### config.mk
export PLATFORM = sky130hd
export DESIGN_NAME = decode_stage
export DESIGN_NICKNAME = d
export VERILOG_FILES = /design/src/rtl/decode_stage.sv
export SDC_FILE = /design/constraint.sdc
export NUM_CORES = 2
export LEC_CHECK = 0
export BUFFER_PORTS_ARGS = -buffer_cell sky130_fd_sc_hd__buf_2
export CAP_MARGIN = 10
export CORE_MARGIN = 1
export CORE_UTILIZATION = 24
export DETAILED_ROUTE_END_ITERATION = 10
export PLACE_DENSITY = 0.49
export SYNTH_ARGS = -nofsm -noshare
export SYNTH_HDL_FRONTEND = slang
export SYNTH_SLANG_ARGS = --single-unit
### constraint.sdc
create_clock -name clk -period 2.9 [get_ports clk]
set_input_delay 0.58 -clock clk [delete_from_list [all_inputs] [get_ports clk]]
set_output_delay 0.58 -clock clk [all_outputs]
set_load 0.02 [all_outputs]
### src/rtl/decode_stage.sv
// RV32I decode stage: register file with write-through bypass, immediate and control
// generation, load-use hazard detection, and the ID/EX pipeline register feeding EX.
module decode_stage #(
    parameter bit          CLEAR_RF  = 1'b1,
    parameter logic [31:0] NOP_INSTR = 32'h0000_0013
) (
    input  logic        clk,
    input  logic        reset,
    input  logic [31:0] InstrD,
    input  logic [31:0] PCD,
    input  logic [31:0] PCPlus4D,
    input  logic        FlushE,
    input  logic        RegWriteW,
    input  logic [4:0]  RdW,
    input  logic [31:0] ResultW,
    output logic        StallD,
    output logic        ValidE,
    output logic [10:0] CtrlE,
    output logic [2:0]  Funct3E,
    output logic [31:0] RD1E,
    output logic [31:0] RD2E,
    output logic [31:0] ImmExtE,
    output logic [4:0]  Rs1E,
    output logic [4:0]  Rs2E,
    output logic [4:0]  RdE,
    output logic [31:0] PCE,
    output logic [31:0] PCPlus4E,
    output logic [31:0] InstrE,
    output logic        IllegalE
);

    typedef enum logic [6:0] {
        OP_R      = 7'b0110011,
        OP_IMM    = 7'b0010011,
        OP_LOAD   = 7'b0000011,
        OP_STORE  = 7'b0100011,
        OP_BRANCH = 7'b1100011,
        OP_JAL    = 7'b1101111,
        OP_JALR   = 7'b1100111,
        OP_LUI    = 7'b0110111,
        OP_AUIPC  = 7'b0010111
    } opcode_t;

    typedef enum logic [3:0] {
        ALU_ADD  = 4'd0,
        ALU_SUB  = 4'd1,
        ALU_AND  = 4'd2,
        ALU_OR   = 4'd3,
        ALU_XOR  = 4'd4,
        ALU_SLL  = 4'd5,
        ALU_SRL  = 4'd6,
        ALU_SRA  = 4'd7,
        ALU_SLT  = 4'd8,
        ALU_SLTU = 4'd9
    } alu_op_t;

    // funct7[5] selects SUB only for register-register ops, but SRA for both shift forms
    function automatic alu_op_t alu_decode(input logic [2:0] funct3, input logic alt,
                                           input logic allow_sub);
        case (funct3)
            3'b000:  return (alt && allow_sub) ? ALU_SUB : ALU_ADD;
            3'b001:  return ALU_SLL;
            3'b010:  return ALU_SLT;
            3'b011:  return ALU_SLTU;
            3'b100:  return ALU_XOR;
            3'b101:  return alt ? ALU_SRA : ALU_SRL;
            3'b110:  return ALU_OR;
            default: return ALU_AND;
        endcase
    endfunction

    logic [31:0] regs [32];
    logic        rf_we;
    logic [4:0]  rs1, rs2, rd;
    logic [2:0]  funct3;
    logic        alt;
    logic [31:0] imm_i, imm_s, imm_b, imm_u, imm_j;
    logic [31:0] rf_rs1, rf_rs2;

    logic        reg_write, mem_write, alu_src, branch, jump;
    logic [1:0]  result_src;
    alu_op_t     alu_ctrl;
    logic        rs1_used, rs2_used, illegal, is_auipc;
    logic [31:0] imm_d, rd1_d, rd2_d;
    logic        hazard;

    assign rs1    = InstrD[19:15];
    assign rs2    = InstrD[24:20];
    assign rd     = InstrD[11:7];
    assign funct3 = InstrD[14:12];
    assign alt    = InstrD[30];

    assign imm_i = {{20{InstrD[31]}}, InstrD[31:20]};
    assign imm_s = {{20{InstrD[31]}}, InstrD[31:25], InstrD[11:7]};
    assign imm_b = {{20{InstrD[31]}}, InstrD[7], InstrD[30:25], InstrD[11:8], 1'b0};
    assign imm_u = {InstrD[31:12], 12'b0};
    assign imm_j = {{12{InstrD[31]}}, InstrD[19:12], InstrD[20], InstrD[30:21], 1'b0};

    // Bypass lets ID/EX capture a value written back on the very same edge
    assign rf_we  = RegWriteW && (RdW != 5'd0);
    assign rf_rs1 = (rs1 == 5'd0) ? 32'd0 : (rf_we && RdW == rs1) ? ResultW : regs[rs1];
    assign rf_rs2 = (rs2 == 5'd0) ? 32'd0 : (rf_we && RdW == rs2) ? ResultW : regs[rs2];

    generate
        if (CLEAR_RF) begin : gen_rf_clear
            always_ff @(posedge clk or negedge reset) begin
                if (!reset) begin
                    for (int i = 0; i < 32; i++) regs[i] <= '0;
                end else if (rf_we) begin
                    regs[RdW] <= ResultW;
                end
            end
        end else begin : gen_rf_keep
            always_ff @(posedge clk) begin
                if (reset && rf_we) regs[RdW] <= ResultW;
            end
        end
    endgenerate

    always_comb begin
        reg_write  = 1'b0;
        mem_write  = 1'b0;
        result_src = 2'b00;
        alu_src    = 1'b0;
        branch     = 1'b0;
        jump       = 1'b0;
        alu_ctrl   = ALU_ADD;
        rs1_used   = 1'b0;
        rs2_used   = 1'b0;
        illegal    = 1'b0;
        is_auipc   = 1'b0;
        imm_d      = 32'd0;
        case (InstrD[6:0])
            OP_R: begin
                reg_write = 1'b1;
                rs1_used  = 1'b1;
                rs2_used  = 1'b1;
                alu_ctrl  = alu_decode(funct3, alt, 1'b1);
            end
            OP_IMM: begin
                reg_write = 1'b1;
                alu_src   = 1'b1;
                rs1_used  = 1'b1;
                alu_ctrl  = alu_decode(funct3, alt, 1'b0);
                imm_d     = imm_i;
            end
            OP_LOAD: begin
                reg_write  = 1'b1;
                result_src = 2'b01;
                alu_src    = 1'b1;
                rs1_used   = 1'b1;
                imm_d      = imm_i;
            end
            OP_STORE: begin
                mem_write = 1'b1;
                alu_src   = 1'b1;
                rs1_used  = 1'b1;
                rs2_used  = 1'b1;
                imm_d     = imm_s;
            end
            OP_BRANCH: begin
                branch   = 1'b1;
                rs1_used = 1'b1;
                rs2_used = 1'b1;
                imm_d    = imm_b;
            end
            OP_JAL: begin
                reg_write  = 1'b1;
                result_src = 2'b10;
                alu_src    = 1'b1;
                jump       = 1'b1;
                imm_d      = imm_j;
            end
            OP_JALR: begin
                reg_write  = 1'b1;
                result_src = 2'b10;
                alu_src    = 1'b1;
                jump       = 1'b1;
                rs1_used   = 1'b1;
                imm_d      = imm_i;
            end
            OP_LUI: begin
                reg_write = 1'b1;
                alu_src   = 1'b1;
                imm_d     = imm_u;
            end
            OP_AUIPC: begin
                reg_write = 1'b1;
                alu_src   = 1'b1;
                is_auipc  = 1'b1;
                imm_d     = imm_u;
            end
            default: illegal = 1'b1;
        endcase
    end

    // LUI falls through to zero because it never uses rs1
    assign rd1_d = is_auipc ? PCD : (rs1_used ? rf_rs1 : 32'd0);
    assign rd2_d = rs2_used ? rf_rs2 : 32'd0;

    assign hazard = ValidE && (CtrlE[8:7] == 2'b01) && (RdE != 5'd0) &&
                    (((RdE == rs1) && rs1_used) || ((RdE == rs2) && rs2_used));
    assign StallD = hazard && !FlushE;

    // Flush and stall both load a bubble; IF/ID re-presents the stalled instruction
    always_ff @(posedge clk or negedge reset) begin
        if (!reset) begin
            ValidE   <= 1'b0;
            CtrlE    <= '0;
            Funct3E  <= '0;
            RD1E     <= '0;
            RD2E     <= '0;
            ImmExtE  <= '0;
            Rs1E     <= '0;
            Rs2E     <= '0;
            RdE      <= '0;
            PCE      <= '0;
            PCPlus4E <= '0;
            InstrE   <= '0;
            IllegalE <= 1'b0;
        end else if (FlushE || StallD) begin
            ValidE   <= 1'b0;
            CtrlE    <= '0;
            Funct3E  <= '0;
            RD1E     <= '0;
            RD2E     <= '0;
            ImmExtE  <= '0;
            Rs1E     <= '0;
            Rs2E     <= '0;
            RdE      <= '0;
            PCE      <= '0;
            PCPlus4E <= '0;
            InstrE   <= NOP_INSTR;
            IllegalE <= 1'b0;
        end else begin
            ValidE   <= 1'b1;
            CtrlE    <= {reg_write, mem_write, result_src, alu_src, branch, jump, alu_ctrl};
            Funct3E  <= funct3;
            RD1E     <= rd1_d;
            RD2E     <= rd2_d;
            ImmExtE  <= imm_d;
            Rs1E     <= rs1_used ? rs1 : 5'd0;
            Rs2E     <= rs2_used ? rs2 : 5'd0;
            RdE      <= reg_write ? rd : 5'd0;
            PCE      <= PCD;
            PCPlus4E <= PCPlus4D;
            InstrE   <= InstrD;
            IllegalE <= illegal;
        end
    end

endmodule

======== Yosys cells after proc, flatten, opt, wreduce, memory -nomap -nowiden ========
Index checks and enable logic that the tools add are counted.
word-level totals
  bits of input ports ..................... 137
  flip-flop bits (word level) ............. 1247
  memories ................................ 0
  RAM bits ................................ 0
  word-level logic and storage cells ...... 146
  bits in latches ......................... 0
  bits in read-only memories .............. 0
  output and inout port bits .............. 224
cells by class
  $mul .................................... 0
  mux-type cells .......................... 48
  equality and inequality tests ........... 20
  reductions and logical operators ........ 26
  $lt $le $gt $ge ......................... 4
  divide/modulo/power cells ............... 0
  shift operators ......................... 0
  bitwise gates (word level) .............. 3
  add/subtract/negate cells ............... 0
operators with widths
  cell                number
  $bwmux 1024         1
  $mux 32             18
  $bmux 32 s5         2
  $demux 32 s5        1
  $pmux 32 s5         1
  $pmux 4 s7          2
  $mux 5              6
  $eq 7x6->1 const B  3
  $eq 7x7->1 const B  3
  $eq 5x5->1          4
  $ge 6x6->1 const B  3
  $not 5->6           3
  $eq 7x5->1 const B  2
  $reduce_or 7->1     2
  $mux 1              13
  $mux 11             1
  $logic_and 1x1->1   10
  $logic_not 5->1     2
  $reduce_bool 5->1   2
  $eq 3x3->1 const B  3
  $reduce_or 9->1     1
  $pmux 4 s2          1
  $eq 7x2->1 const B  1
  $eq 3x2->1 const B  2
  other kinds (11)    14

======== Longest topological paths before layout ========
  depth in word-level cells ............... 9
  mapped depth ............................ 11

======== Worst setup path after synthesis ========
OpenSTA, ideal clock, no wires.
  path kind ............................... input port to output port
  from .................................... input port InstrD[3]
  to ...................................... output port StallD
  path buffers ............................ 2
  data arrival time ....................... 2.196 ns
  slack ................................... 0.124 ns
  data required time ...................... 2.320 ns
  cell stages on the path ................. 7
  cells stage by stage .................... buf_2 and4bb_1 and3_1 nand4_1 a211o_1 clkbuf_1 nor2_1
on the way
  longest elaborated chain between the ends .. 7
  elaborated cells between the ends (all ways) .. 15
  classes of those cells .................. eq/ne: 6; mux: 2; reduce/logical: 7
RTL lines
  what                                                                 RTL line  source
  start: declaration                                                   9         input logic [31:0] InstrD,
  $eq 7x5->1, or another cell as far along                             133       case (InstrD[6:0])
  $reduce_or 6->1 (no line) / $reduce_or 3->1 (equally long branches)  --
  $mux 1                                                               133
  $logic_and 1x1->1                                                    202       (((RdE == rs1) && rs1_used) || ((RdE == rs2) && rs2_used));
  $logic_or 1x1->1 (*)                                                 202
  $logic_and 1x1->1 (*)                                                201       assign hazard = ValidE && (CtrlE[8:7] == 2'b01) && (RdE != 5'd0) &&
  $logic_and 1x1->1 (*)                                                203       assign StallD = hazard && !FlushE;
  end: declaration                                                     16        output logic StallD,
Mark *: on every way between the ends. The rest lies on a longest branch, timed or not.

======== Worst setup path after layout ========
  from .................................... register RdE[2]
  to ...................................... output port StallD
on the way
  longest elaborated chain between the ends .. 5
  elaborated cells between the ends (all ways) .. 9
  classes of those cells .................. eq/ne: 2; reduce/logical: 7
RTL lines
  what                      RTL line  source
  start: declaration        25        output logic [4:0] RdE,
  start signal: assignment  244       RdE <= reg_write ? rd : 5'd0;
  $eq 5x5->1                202
  $logic_and 1x1->1         202
  $logic_or 1x1->1          202
  $logic_and 1x1->1 (*)     201
  $logic_and 1x1->1 (*)     203
Marks and branches as above.

==> results.md <==
* Least-Margin Pin Slew at 1.28 ns
* Violated checks: negative setup slack
* Biggest area consumer among synthesized cells: dfrtp_1
* Share of layout cells above drive strength 1 at 0.521
* Final worst path period need at 2.94 ns
* Final Hold Fails at 0
* CTS buffer count at 156
* Clk Latency, worst-skew pair at between 0.8 and 0.9 ns
* Final Cycle Share at 1.01
* Top post-synthesis cells by area: dfrtp_1 50%, mux2_2 19%, mux4_2 16%, mux2i_1 4.1%, clkbuf_1 1.8%
* CP max-delay cell: or4_1
* Global route total overflow at 0
* Global-route wire length before repair at 343000 um
* Arrival time at the worst endpoint at 2.36 ns
* Reg2reg start: RdE[2]$_DFF_PN0_
* Final Cell Area at a little under 80000 um^2
* Critical Path, Cell by Cell: or4_1, o21ai_2, a211o_4, nor2_4, buf_6
* Worst path bufs/invs at 1
* Seq/Total Area, Yosys at 0.496
* Max Slew Vio Count at 0
* CP peak stage delay at 0.53 ns
* Rows at around 190
* F_max at 340 MHz
* Max-cap violations at 0
* Nets at 4868
* R2r setup slk at about 0.20 ns
* I/O Buffers at 360
* DIE AREA at 264000 um^2
* Drt pass-1 iters at 7
* IO Count at 361
* Rel. slew slack at 0.144
* Placer congestion estimate at 0.800
* Die W at 513 um
* Area Growth Syn to Fin at 23.1%
* Syn. warnings at 0
* EDFF count, synth at 0
* WL per Instance at between 20 and 30 um
* Async S/R FF share, synth at 1.00
* Worst-path maximum fanout at 4
* Setup Viol. Count Final at 1
* Post-DP HPWL at between 150000 and 200000 um
* Worst-path clk slew at 0.06 ns
* Seq cells post-synth at 1244
* Syn_area_per_cell at around 15 um^2
* # H-tree levels at 4
* Synth unique cells at 58
* CP Launch Point: RdE[2]$_DFF_PN0_
* Req. time, crit path at 2.32 ns
* Synth top area share at 0.496
* Critical path class: reg2out
* Outcome: finished with violations
* CTS root buffer: clkbuf_16
* CTS tree: yes
* Post-Syn Nets at approximately 4400
* Top FF cell, synth: dfrtp_1
* Mapped Cells at ~4300
* Core Area at 260000 um^2
* Vias per Instance at 5.07
* Vias at ~42000
* Final worst slack at -0.0429 ns
* Hold WC Path Type: in2reg
* Initial core utilization at 0.242
* Instance count on the critical path at 5
* Critical path endpoint category: output port
* Post-Place Cell Area at 71400 um^2
* DRC at 0
* GR Util All Layers at 0.180
* Crit path max-delay family: simple AND/OR/NAND/NOR gates
* Fillers at ~26000
* Detail Route Antenna Nets at 0
* Max clock buf depth at 3
* Overall Power at roughly 52 mW
* Antenna violations before repair at 33
* Reg-to-Reg End: RD2E[12]$_DFF_PN0_
* Startpoint Class: flop
* Worst setup path endpoint: StallD
* WL final at 240000 um
* Sink Count at approximately 1200
* Mapped Area at 62800 um^2
* Vias in the first global route at between 40000 and 50000
* Die Span Y at between 500 and 600 um
* RSZ-0062 raised after global routing: yes
* Skew final at 0.0660 ns
* Pleak at between 30 and 40 nW
* DR iter-0 viols at ~3600
* PD cells at roughly 670 nW/um^2
* Maximum vdd drop at ~0.00067 V
* Largest net degree at the start of global routing at 85
* R2r worst-path depth at 7
-- cells in the final DEF (no fill, tap or decap), drive strengths merged, types with 23 or more instances in the layout --
cell type       n
dfrtp        1244
nand2          54
mux2i         256
and3          111
a21oi          23
a22o           63
a221oi         32
dlygate4sd3    54
nor2b          68
a31oi          32
mux2         1056
o22ai          31
buf           723
a22oi          36
nor2          101
o221ai         62
clkinv         31
clkbuf        228
mux4          446
nor3           73
-- per-stage QoR --
step | hold WS (ns) | setup TNS (ns) | util | setup WS [ns] | std cells
after global placement | 0.382 | -0.948 | 0.275 | -0.123 | 8008
after floorplan | 0.284 | 0 | - | 0.124 | 4274
final | 0.0528 | -0.0429 | 0.297 | -0.0429 | 8360
after global routing | 0.0256 | -0.180 | 0.297 | -0.180 | 8352
after CTS | 0.00191 | -0.102 | 0.297 | -0.102 | 8348
after detailed placement | 0.384 | -0.682 | 0.275 | -0.0783 | 8008
-- flip-flops by register name (all words and copies together) (netlist names) --
register  flops
RD1E         32
ImmExtE      32
PCPlus4E     32
InstrE       32
RdE           5
RD2E         32
PCE          32
IllegalE      1
regs       1024
CtrlE        11
ValidE        1
Rs1E          5
Rs2E          5
-- cells in the mapped netlist, drive strengths merged, types with 2 or more instances --
master / number
nor3: 73
nand2: 54
or2: 3
xor2: 9
and3: 111
mux4: 446
clkbuf: 298
nor2b: 68
or3: 5
xnor2: 11
nand3: 12
mux2: 1056
buf: 180
mux2i: 256
a22oi: 36
a2bb2oi: 2
o221ai: 62
a21oi: 23
inv: 3
nor3b: 9
nor2: 101
nand3b: 5
a31oi: 32
a221oi: 32
nor4: 4
o22ai: 31
and2: 12
nand2b: 3
o2111ai: 2
dfrtp: 1244
o21ai: 7
a22o: 63
or4: 3
a211oi: 5
-- worst min path at each step --
stage	start	to	slack [ns]	cells past startpoint
finish	PCD[11]	RD1E[11]$_DFF_PN0_	0.05	2
global route	PCD[21]	RD1E[21]$_DFF_PN0_	0.03	2
CTS	InstrD[25]	ImmExtE[5]$_DFF_PN0_	0.002	2
detailed placement	regs[1003]$_DFFE_PN0P_	regs[1003]$_DFFE_PN0P_	0.38	0
global placement	regs[1004]$_DFFE_PN0P_	regs[1004]$_DFFE_PN0P_	0.38	0
floorplan	reset	CtrlE[0]$_DFF_PN0_	0.28	0
-- routing by layer --
layer / global-route usage / up-vias / routed length, um
met5: 0 / - / 92
met4: 0.0466 / 18 / 5700
met3: 0.0377 / 339 / 15300
li1: - / 17200 / -
met1: 0.248 / 23300 / 107000
met2: 0.287 / 1482 / 112000
-- power by group --
group          internal, mW  switching (mW)
clock network          11.6            8.37
registers              20.2            2.06
logic                  5.63            3.90
total                  37.4            14.3
-- what timing repair did --
| action | 4_1_cts | 5_1_grt |
|---|---|---|
| endpoints found under the setup margin | 1 | 1 |
| hold buffers | 54 | 0 |
| gates resized for setup | 8 | 1 |
| cloned | 0 | 0 |
| pin swaps | 4 | 2 |
| buffers inserted | 7 | 0 |
| endpoints found under the hold margin | 116 | 0 |
-- cell families after synthesis --
logic type,synth area share
multiplexers,0.390
AND/OR/NAND/NOR,0.0397
AO/OA/AOI/OAI,0.0371
XOR/XNOR,0.00279
flip-flops,0.496
buffers and inverters,0.0343
-- worst reg2reg max path, cell delays in order, from the launching register on --
cell and delay (ns):
dfrtp_2 0.47, or4_1 0.53, o21ai_2 0.21, a211o_4 0.15, buf_4 0.15, o2111ai_4 0.27, buf_12 0.29, nor3_1 0.47
-- final cells by class --
cell class / instances / area [um^2] / area share
multi-input cells: 2549 / 29800 / 0.386
inverters: 3 / 13.8 / 0.000178
repair buffers: 777 / 6680 / 0.0864
clock buffers: 228 / 4500 / 0.0583
flip-flops and latches: 1244 / 31100 / 0.403
well taps: 3496 / 4370 / 0.0566
diodes: 12 / 30.0 / 0.000388
clock inverters: 51 / 762 / 0.00986
(Power assumes the default switching activity.)
